$ cat config.mk
export PLATFORM = sky130hd
export DESIGN_NAME = interp_line_feeder_flat
export DESIGN_NICKNAME = d
export VERILOG_FILES = /design/src/rtl/interp_line_feeder_pkg.sv /design/src/rtl/interp_line_feeder_if.sv /design/src/rtl/interp_line_feeder_skid_fifo.sv /design/src/rtl/interp_line_feeder.sv /design/src/flat_wrapper.sv
export SDC_FILE = /design/constraint.sdc
export NUM_CORES = 1
export LEC_CHECK = 0
export CORE_MARGIN = 5
export CORE_UTILIZATION = 59
export DETAILED_ROUTE_END_ITERATION = 8
export GPL_TIMING_DRIVEN = 0
export PLACE_DENSITY = 0.94
export SKIP_CTS_REPAIR_TIMING = 1
export SLEW_MARGIN = 10
export SYNTH_ARGS = -nofsm -noshare
export SYNTH_HDL_FRONTEND = slang
export SYNTH_SLANG_ARGS = --single-unit
$ cat constraint.sdc
create_clock -name clock -period 5 [get_ports clock]
set_clock_uncertainty 0.1 [all_clocks]
set_input_delay 0.5 -clock clock [delete_from_list [all_inputs] [get_ports clock]]
set_output_delay 0.5 -clock clock [all_outputs]
set_load 0.1 [all_outputs]
$ cat src/rtl/interp_line_feeder_pkg.sv
// Shared types and constants for the interpolator line feeder.
// Optional column ordering is enabled by defining FEEDER_COLUMN_MODE_EN.
package interp_pkg;

   localparam int PIX_W      = 8;
   localparam int BLK_DIM    = 16;
   localparam int PAD_LEFT   = 7;
   localparam int PAD_RIGHT  = 6;
   localparam int LINE_BEATS = PAD_LEFT + BLK_DIM + PAD_RIGHT;
   localparam int TAP_FIRST  = 13;

   localparam int IDX_W  = $clog2(BLK_DIM);
   localparam int ADDR_W = 2 * IDX_W;
   localparam int BEAT_W = $clog2(LINE_BEATS);

   typedef logic [PIX_W-1:0]  pixel_t;
   typedef logic [IDX_W-1:0]  idx_t;
   typedef logic [BEAT_W-1:0] beat_idx_t;

   localparam beat_idx_t COL_FIRST_BEAT = beat_idx_t'(PAD_LEFT);
   localparam beat_idx_t COL_LAST_BEAT  = beat_idx_t'(PAD_LEFT + BLK_DIM - 1);
   localparam beat_idx_t TAP_BEAT       = beat_idx_t'(TAP_FIRST);
   localparam beat_idx_t LAST_BEAT      = beat_idx_t'(LINE_BEATS - 1);
   localparam idx_t      LAST_LINE      = idx_t'(BLK_DIM - 1);

   typedef enum logic [1:0] {IDLE, STREAM, DRAIN, DONE} feeder_state_e;

   typedef struct packed {
      logic last;
      logic tap_valid;
      idx_t tap_idx;
   } feeder_tags_t;

   typedef struct packed {
      pixel_t       data;
      idx_t         line;
      beat_idx_t    beat;
      feeder_tags_t tags;
   } feeder_beat_t;

   // Edge padding: the first and last pixel are replicated into the pad beats.
   function automatic idx_t pad_col(beat_idx_t beat);
      if (beat < COL_FIRST_BEAT) return '0;
      if (beat > COL_LAST_BEAT)  return idx_t'(BLK_DIM - 1);
      return idx_t'(beat - COL_FIRST_BEAT);
   endfunction

   function automatic feeder_tags_t make_tags(idx_t line, beat_idx_t beat);
      feeder_tags_t t;
      t.tap_valid = (beat >= TAP_BEAT);
      t.tap_idx   = t.tap_valid ? idx_t'(beat - TAP_BEAT) : '0;
      t.last      = (line == LAST_LINE) && (beat == LAST_BEAT);
      return t;
   endfunction

endpackage

$ cat src/rtl/interp_line_feeder_if.sv
// Output beat stream from the line feeder to the interpolator shift register.
interface interp_line_feeder_if;
   import interp_pkg::*;

   logic      out_valid;
   logic      out_ready;
   pixel_t    out_data;
   idx_t      out_line;
   beat_idx_t out_beat;
   logic      out_last;
   logic      out_tap_valid;
   idx_t      out_tap_idx;

   modport master (
      output out_valid, out_data, out_line, out_beat, out_last, out_tap_valid, out_tap_idx,
      input  out_ready
   );

   modport slave (
      input  out_valid, out_data, out_line, out_beat, out_last, out_tap_valid, out_tap_idx,
      output out_ready
   );
endinterface

$ cat src/rtl/interp_line_feeder_skid_fifo.sv
// Two-entry FIFO holding read data together with its sideband tags.
module feeder_skid_fifo
   import interp_pkg::*;
(
   input  logic         clock,
   input  logic         reset,
   input  logic         push,
   input  feeder_beat_t push_beat,
   input  logic         pop,
   output feeder_beat_t head,
   output logic         full,
   output logic         empty,
   output logic [1:0]   count
);

   feeder_beat_t entry [2];
   logic         wr_ptr;
   logic         rd_ptr;
   logic         do_push;
   logic         do_pop;

   assign do_push = push && (!full || pop);
   assign do_pop  = pop && !empty;
   assign full    = (count == 2'd2);
   assign empty   = (count == 2'd0);
   assign head    = entry[rd_ptr];

   always_ff @(posedge clock or posedge reset) begin
      if (reset) begin
         entry[0] <= '0;
         entry[1] <= '0;
         wr_ptr   <= 1'b0;
         rd_ptr   <= 1'b0;
         count    <= 2'd0;
      end else begin
         if (do_push) begin
            entry[wr_ptr] <= push_beat;
            wr_ptr        <= !wr_ptr;
         end
         if (do_pop) rd_ptr <= !rd_ptr;
         case ({do_push, do_pop})
            2'b10:   count <= count + 2'd1;
            2'b01:   count <= count - 2'd1;
            default: count <= count;
         endcase
      end
   end

endmodule

$ cat src/rtl/interp_line_feeder.sv
// Streams a 16x16 block as edge-padded 29-beat lines for the 8-tap interpolator.
// Define FEEDER_COLUMN_MODE_EN to enable column-order (transposed) streaming.
module interp_line_feeder
   import interp_pkg::*;
(
   input  logic              clock,
   input  logic              reset,
   input  logic              start,
   input  logic              col_mode,
   output logic              busy,
   output logic              done,
   output logic              mem_rd_en,
   output logic [ADDR_W-1:0] mem_addr,
   input  pixel_t            mem_rd_data,
   interp_line_feeder_if.master stream
);

   feeder_state_e state;
   idx_t          line_cnt;
   beat_idx_t     beat_cnt;
   idx_t          col;
   logic          rd_pending;
   idx_t          pend_line;
   beat_idx_t     pend_beat;
   feeder_tags_t  pend_tags;
   feeder_beat_t  push_beat;
   feeder_beat_t  head;
   logic          pop;
   logic          empty;
   logic          unused_full;
   logic [1:0]    count;
   logic [2:0]    occupancy;

   // A pop this cycle frees a slot, so the next read may issue without a bubble.
   assign pop       = !empty && stream.out_ready;
   assign occupancy = {1'b0, count} - {2'b0, pop} + {2'b0, rd_pending};
   assign mem_rd_en = (state == STREAM) && (occupancy < 3'd2);
   assign col       = pad_col(beat_cnt);

`ifdef FEEDER_COLUMN_MODE_EN
   logic col_q;
   assign mem_addr = col_q ? {col, line_cnt} : {line_cnt, col};
`else
   logic unused_col_mode;
   assign unused_col_mode = col_mode;
   assign mem_addr        = {line_cnt, col};
`endif

   always_ff @(posedge clock or posedge reset) begin
      if (reset) begin
         state    <= IDLE;
         line_cnt <= '0;
         beat_cnt <= '0;
         busy     <= 1'b0;
         done     <= 1'b0;
`ifdef FEEDER_COLUMN_MODE_EN
         col_q    <= 1'b0;
`endif
      end else begin
         done <= 1'b0;
         case (state)
            IDLE: if (start) begin
               state    <= STREAM;
               busy     <= 1'b1;
               line_cnt <= '0;
               beat_cnt <= '0;
`ifdef FEEDER_COLUMN_MODE_EN
               col_q    <= col_mode;
`endif
            end
            STREAM: if (mem_rd_en) begin
               if (beat_cnt == LAST_BEAT) begin
                  beat_cnt <= '0;
                  if (line_cnt == LAST_LINE) begin
                     line_cnt <= '0;
                     state    <= DRAIN;
                  end else begin
                     line_cnt <= line_cnt + idx_t'(1);
                  end
               end else begin
                  beat_cnt <= beat_cnt + beat_idx_t'(1);
               end
            end
            DRAIN: if (pop && head.tags.last) begin
               state <= DONE;
               busy  <= 1'b0;
               done  <= 1'b1;
            end
            DONE:    state <= IDLE;
            default: state <= IDLE;
         endcase
      end
   end

   // Tags are fixed at issue time and ride alongside the read until the data lands.
   always_ff @(posedge clock or posedge reset) begin
      if (reset) begin
         rd_pending <= 1'b0;
         pend_line  <= '0;
         pend_beat  <= '0;
         pend_tags  <= '0;
      end else begin
         rd_pending <= mem_rd_en;
         if (mem_rd_en) begin
            pend_line <= line_cnt;
            pend_beat <= beat_cnt;
            pend_tags <= make_tags(line_cnt, beat_cnt);
         end
      end
   end

   assign push_beat = '{data: mem_rd_data, line: pend_line, beat: pend_beat, tags: pend_tags};

   feeder_skid_fifo fifo (
      .clock     (clock),
      .reset     (reset),
      .push      (rd_pending),
      .push_beat (push_beat),
      .pop       (pop),
      .head      (head),
      .full      (unused_full),
      .empty     (empty),
      .count     (count)
   );

   assign stream.out_valid     = !empty;
   assign stream.out_data      = empty ? '0 : head.data;
   assign stream.out_line      = empty ? '0 : head.line;
   assign stream.out_beat      = empty ? '0 : head.beat;
   assign stream.out_last      = !empty && head.tags.last;
   assign stream.out_tap_valid = !empty && head.tags.tap_valid;
   assign stream.out_tap_idx   = empty ? '0 : head.tags.tap_idx;

endmodule

$ cat src/flat_wrapper.sv
// flat-port wrapper written by rule: the top's interface ports become plain ports
module interp_line_feeder_flat import interp_pkg::*;
  (clock, reset, start, col_mode, busy, done, mem_rd_en, mem_addr, mem_rd_data, stream_out_valid, stream_out_data, stream_out_line, stream_out_beat, stream_out_last, stream_out_tap_valid, stream_out_tap_idx, stream_out_ready);
  interp_line_feeder_if stream_i ();
  input  logic clock;
  input  logic reset;
  input  logic start;
  input  logic col_mode;
  output logic busy;
  output logic done;
  output logic mem_rd_en;
  output logic [ADDR_W-1:0] mem_addr;
  input  pixel_t mem_rd_data;
  output wire logic [$bits(stream_i.out_valid)-1:0] stream_out_valid;
  output wire logic [$bits(stream_i.out_data)-1:0] stream_out_data;
  output wire logic [$bits(stream_i.out_line)-1:0] stream_out_line;
  output wire logic [$bits(stream_i.out_beat)-1:0] stream_out_beat;
  output wire logic [$bits(stream_i.out_last)-1:0] stream_out_last;
  output wire logic [$bits(stream_i.out_tap_valid)-1:0] stream_out_tap_valid;
  output wire logic [$bits(stream_i.out_tap_idx)-1:0] stream_out_tap_idx;
  input wire logic [$bits(stream_i.out_ready)-1:0] stream_out_ready;
  assign stream_out_valid = stream_i.out_valid;
  assign stream_out_data = stream_i.out_data;
  assign stream_out_line = stream_i.out_line;
  assign stream_out_beat = stream_i.out_beat;
  assign stream_out_last = stream_i.out_last;
  assign stream_out_tap_valid = stream_i.out_tap_valid;
  assign stream_out_tap_idx = stream_i.out_tap_idx;
  assign stream_i.out_ready = stream_out_ready;
  interp_line_feeder u_core (.clock(clock), .reset(reset), .start(start), .col_mode(col_mode), .busy(busy), .done(done), .mem_rd_en(mem_rd_en), .mem_addr(mem_addr), .mem_rd_data(mem_rd_data), .stream(stream_i));
endmodule
==> reports/summary.txt <==
Initial antenna violation count: 0
First-pass GRT wire length: 12700 um
Dominant synthesized flop cell: dfrtp_1
Critical path capture point type: output pin
Ys async rst share: 100%
Clock-pin slew on the worst setup and hold paths: 0.07 ns
Final cell count without fillers: 460
WL per Instance: 16.0 um
Complex-gate fraction of the synthesized area: 5.74%
Crit-path max cell delay: 1.16 ns
CTS root buf: clkbuf_8
IO buf count: 46
Crit-path leading delay family: buffers and inverters
CORE AREA: 6280 um2
Most numerous cell on the critical path: clkdlybuf4s50_1
Post-synthesis xor/xnor area fraction: 2.52%
#FFs+latches synth: 79
First DRT Iteration DRCs: 101
Met3 Usage GRT: 3.76%
Max_cap viols: 0
Most heavily used metal layer in global routing: met2
Setup crit start kind: input pin
EDFF count, synth: 0
Number of synthesis warnings: 0
Setup CP Type: in -> out
Top cells by count, synth: dfrtp_1, mux2_2, nor2_1
Largest cells by area after synthesis: dfrtp_1, mux2_2, mux2i_1
Worst-path cell chain: clkdlybuf4s50_1 > xor2_1 > nand2_1 > fa_1 > xnor2_2 > nand3_2 > inv_2 > clkdlybuf4s50_1
Cell Area, Synth: 3770 um2
ANT nets after route: 0
CTS tree: yes
Clk_lat worst skew: 0.35 ns
# rows: 29
GRT Total Usage: 19.2%
# diodes: 0
TNS Setup: 0 ns
Fin util: 72.4%
Max Fclk: 0.244 GHz
Worst path bufs/invs: 3
Status: finished, final reports clean
Placed cell areas: 4360 um2
Vias in the first global route: 2658
Number of remaining DRC errors: 0
DRT Pass-1 Iters: 4
Mux cell area share after synthesis: 22.0%
Slowest CP cell: clkdlybuf4s50_1
H-tree levels: 3
Hold Crit Class: reg -> reg
Synth Area in Adders: 3.52%
Post-layout min period: 4.10 ns
Share of layout cells above drive strength 1: 24.0%
Bufs on Longest Clock Path: 2
Total gr overflow: 0
Critical path arrival: 3.50 ns
Nets: 401
Largest net degree at the start of global routing: 50
Share of the yosys chip area belonging to registers: 52.4%
Vias: 2534
Layout area overhead: 20.6%
Top-count cell post-synth: dfrtp_1
Synth top area share: 52.4%
Vias/cell: 5.51
Clock sink count: 79
RSZ-0062 raised after global routing: false
Post-synthesis simple-gate area fraction: 10.3%
Global-route met1 utilization: 24.7%
Register Area: 1980 um2
Post-synth top area cell: dfrtp_1
Largest family of logic cells by synthesized area: multiplexers
Die area: 8090 um2
Period utilization: 82.0%
Placed insts: 444
CP required: 4.40 ns
Syn Nets: 343
Die H: 90.0 um
Final wirelength: 7350 um
Tightest Pin Transition: 0.979 ns
Final setup viols: 0
Syn Area/Cell: 11.8 um2
TritonCTS Buffers: 9
Final hold violation count: 0
Met2 Usage GRT: 32.1%
Io pins: 48
DP Wirelength: 5250 um
Distinct cells, synth: 45
Worst slew margin: 34.6%
Slew Viols, Final: 0
CP max FO: 9
Multi-input gate area: 1660 um2
GP Congestion: 0.794
Final Cell Area: 4550 um2
Die span in x: 90.0 um
Post-synthesis instance total: 320
Fillers: 433
Initial core utilization: 60.1%
-- cells by family after synthesis --
kind of cell	after synthesis
AO/OA/AOI/OAI	34
multiplexers	76
adder cells (fa/ha/maj)	10
buffers and inverters	25
flip-flops	79
XOR/XNOR	10
AND/OR/NAND/NOR	86
-- stage by stage --
| step | setup WS, ns | hold slack [ns] |
|---|---|---|
| floorplan | 1.40 | 0.357 |
| global placement | 0.979 | 0.367 |
| detailed placement | 0.931 | 0.375 |
| CTS | 0.905 | 0.394 |
| global route | 0.833 | 0.404 |
| finish | 0.899 | 0.393 |
-- registers in the layout, summed over array words and instances, names as in the netlist --
signal,count
u_core.done,1
u_core.fifo.wr_ptr,1
u_core.fifo.count,2
u_core.busy,1
u_core.pend_beat,5
u_core.pend_line,4
u_core.beat_cnt,5
u_core.pend_tags,6
u_core.state,2
u_core.fifo.entry,46
u_core.rd_pending,1
u_core.line_cnt,4
u_core.fifo.rd_ptr,1
-- worst paths after layout --
kind                                             from               endpoint  slack, ns  depth (start not counted)
worst max-delay path                 stream_out_ready              mem_rd_en       0.90                          8
worst min-delay path            u_core.fifo.entry[27]  u_core.fifo.entry[27]       0.39                          1
worst max register to register   u_core.fifo.count[1]        u_core.state[1]       2.51                          8
worst min register to register  u_core.fifo.entry[27]  u_core.fifo.entry[27]       0.39                          1
max in group asynchronous                       reset  u_core.fifo.entry[31]       3.83                          3
min in group asynchronous                       reset  u_core.fifo.entry[20]       0.40                          2
-- final cells by class --
| class | count | area share, % |
|---|---|---|
| Sequential cell | 79 | 43.5 |
| Multi-Input combinational cell | 216 | 36.6 |
| Timing Repair Buffer | 47 | 10.7 |
| Clock buffer | 10 | 2.81 |
| Tap cell | 77 | 2.12 |
| Buffer | 15 | 2.06 |
| Clock inverter | 6 | 1.35 |
| Inverter | 10 | 0.881 |
-- layer usage --
layer  wire, um  up-vias
li1           -     1218
met1       3310     1252
met2       3620       52
met3        281       12
met4        127        0
met5          0        -
-- layout by cell type, fill, tap and decap left out, types with 2 or more instances in the layout --
| cell type | n |
|---|---|
| mux2i_1 | 24 |
| nand3_1 | 4 |
| nand2_1 | 29 |
| clkinv_2 | 3 |
| buf_4 | 4 |
| buf_2 | 6 |
| a31oi_1 | 2 |
| clkdlybuf4s50_1 | 46 |
| ha_1 | 9 |
| inv_1 | 8 |
| mux2_2 | 50 |
| xor2_1 | 4 |
| o21ai_0 | 20 |
| xnor2_1 | 5 |
| clkbuf_1 | 4 |
| dfrtp_1 | 79 |
| o31ai_1 | 3 |
| clkbuf_8 | 9 |
| nor2_1 | 37 |
| buf_6 | 2 |
| nand4_1 | 2 |
| nor3_1 | 2 |
Power is left out: the tool's default activity adds up to more than one toggle a clock period on the data nets, which glitch-free logic cannot reach.
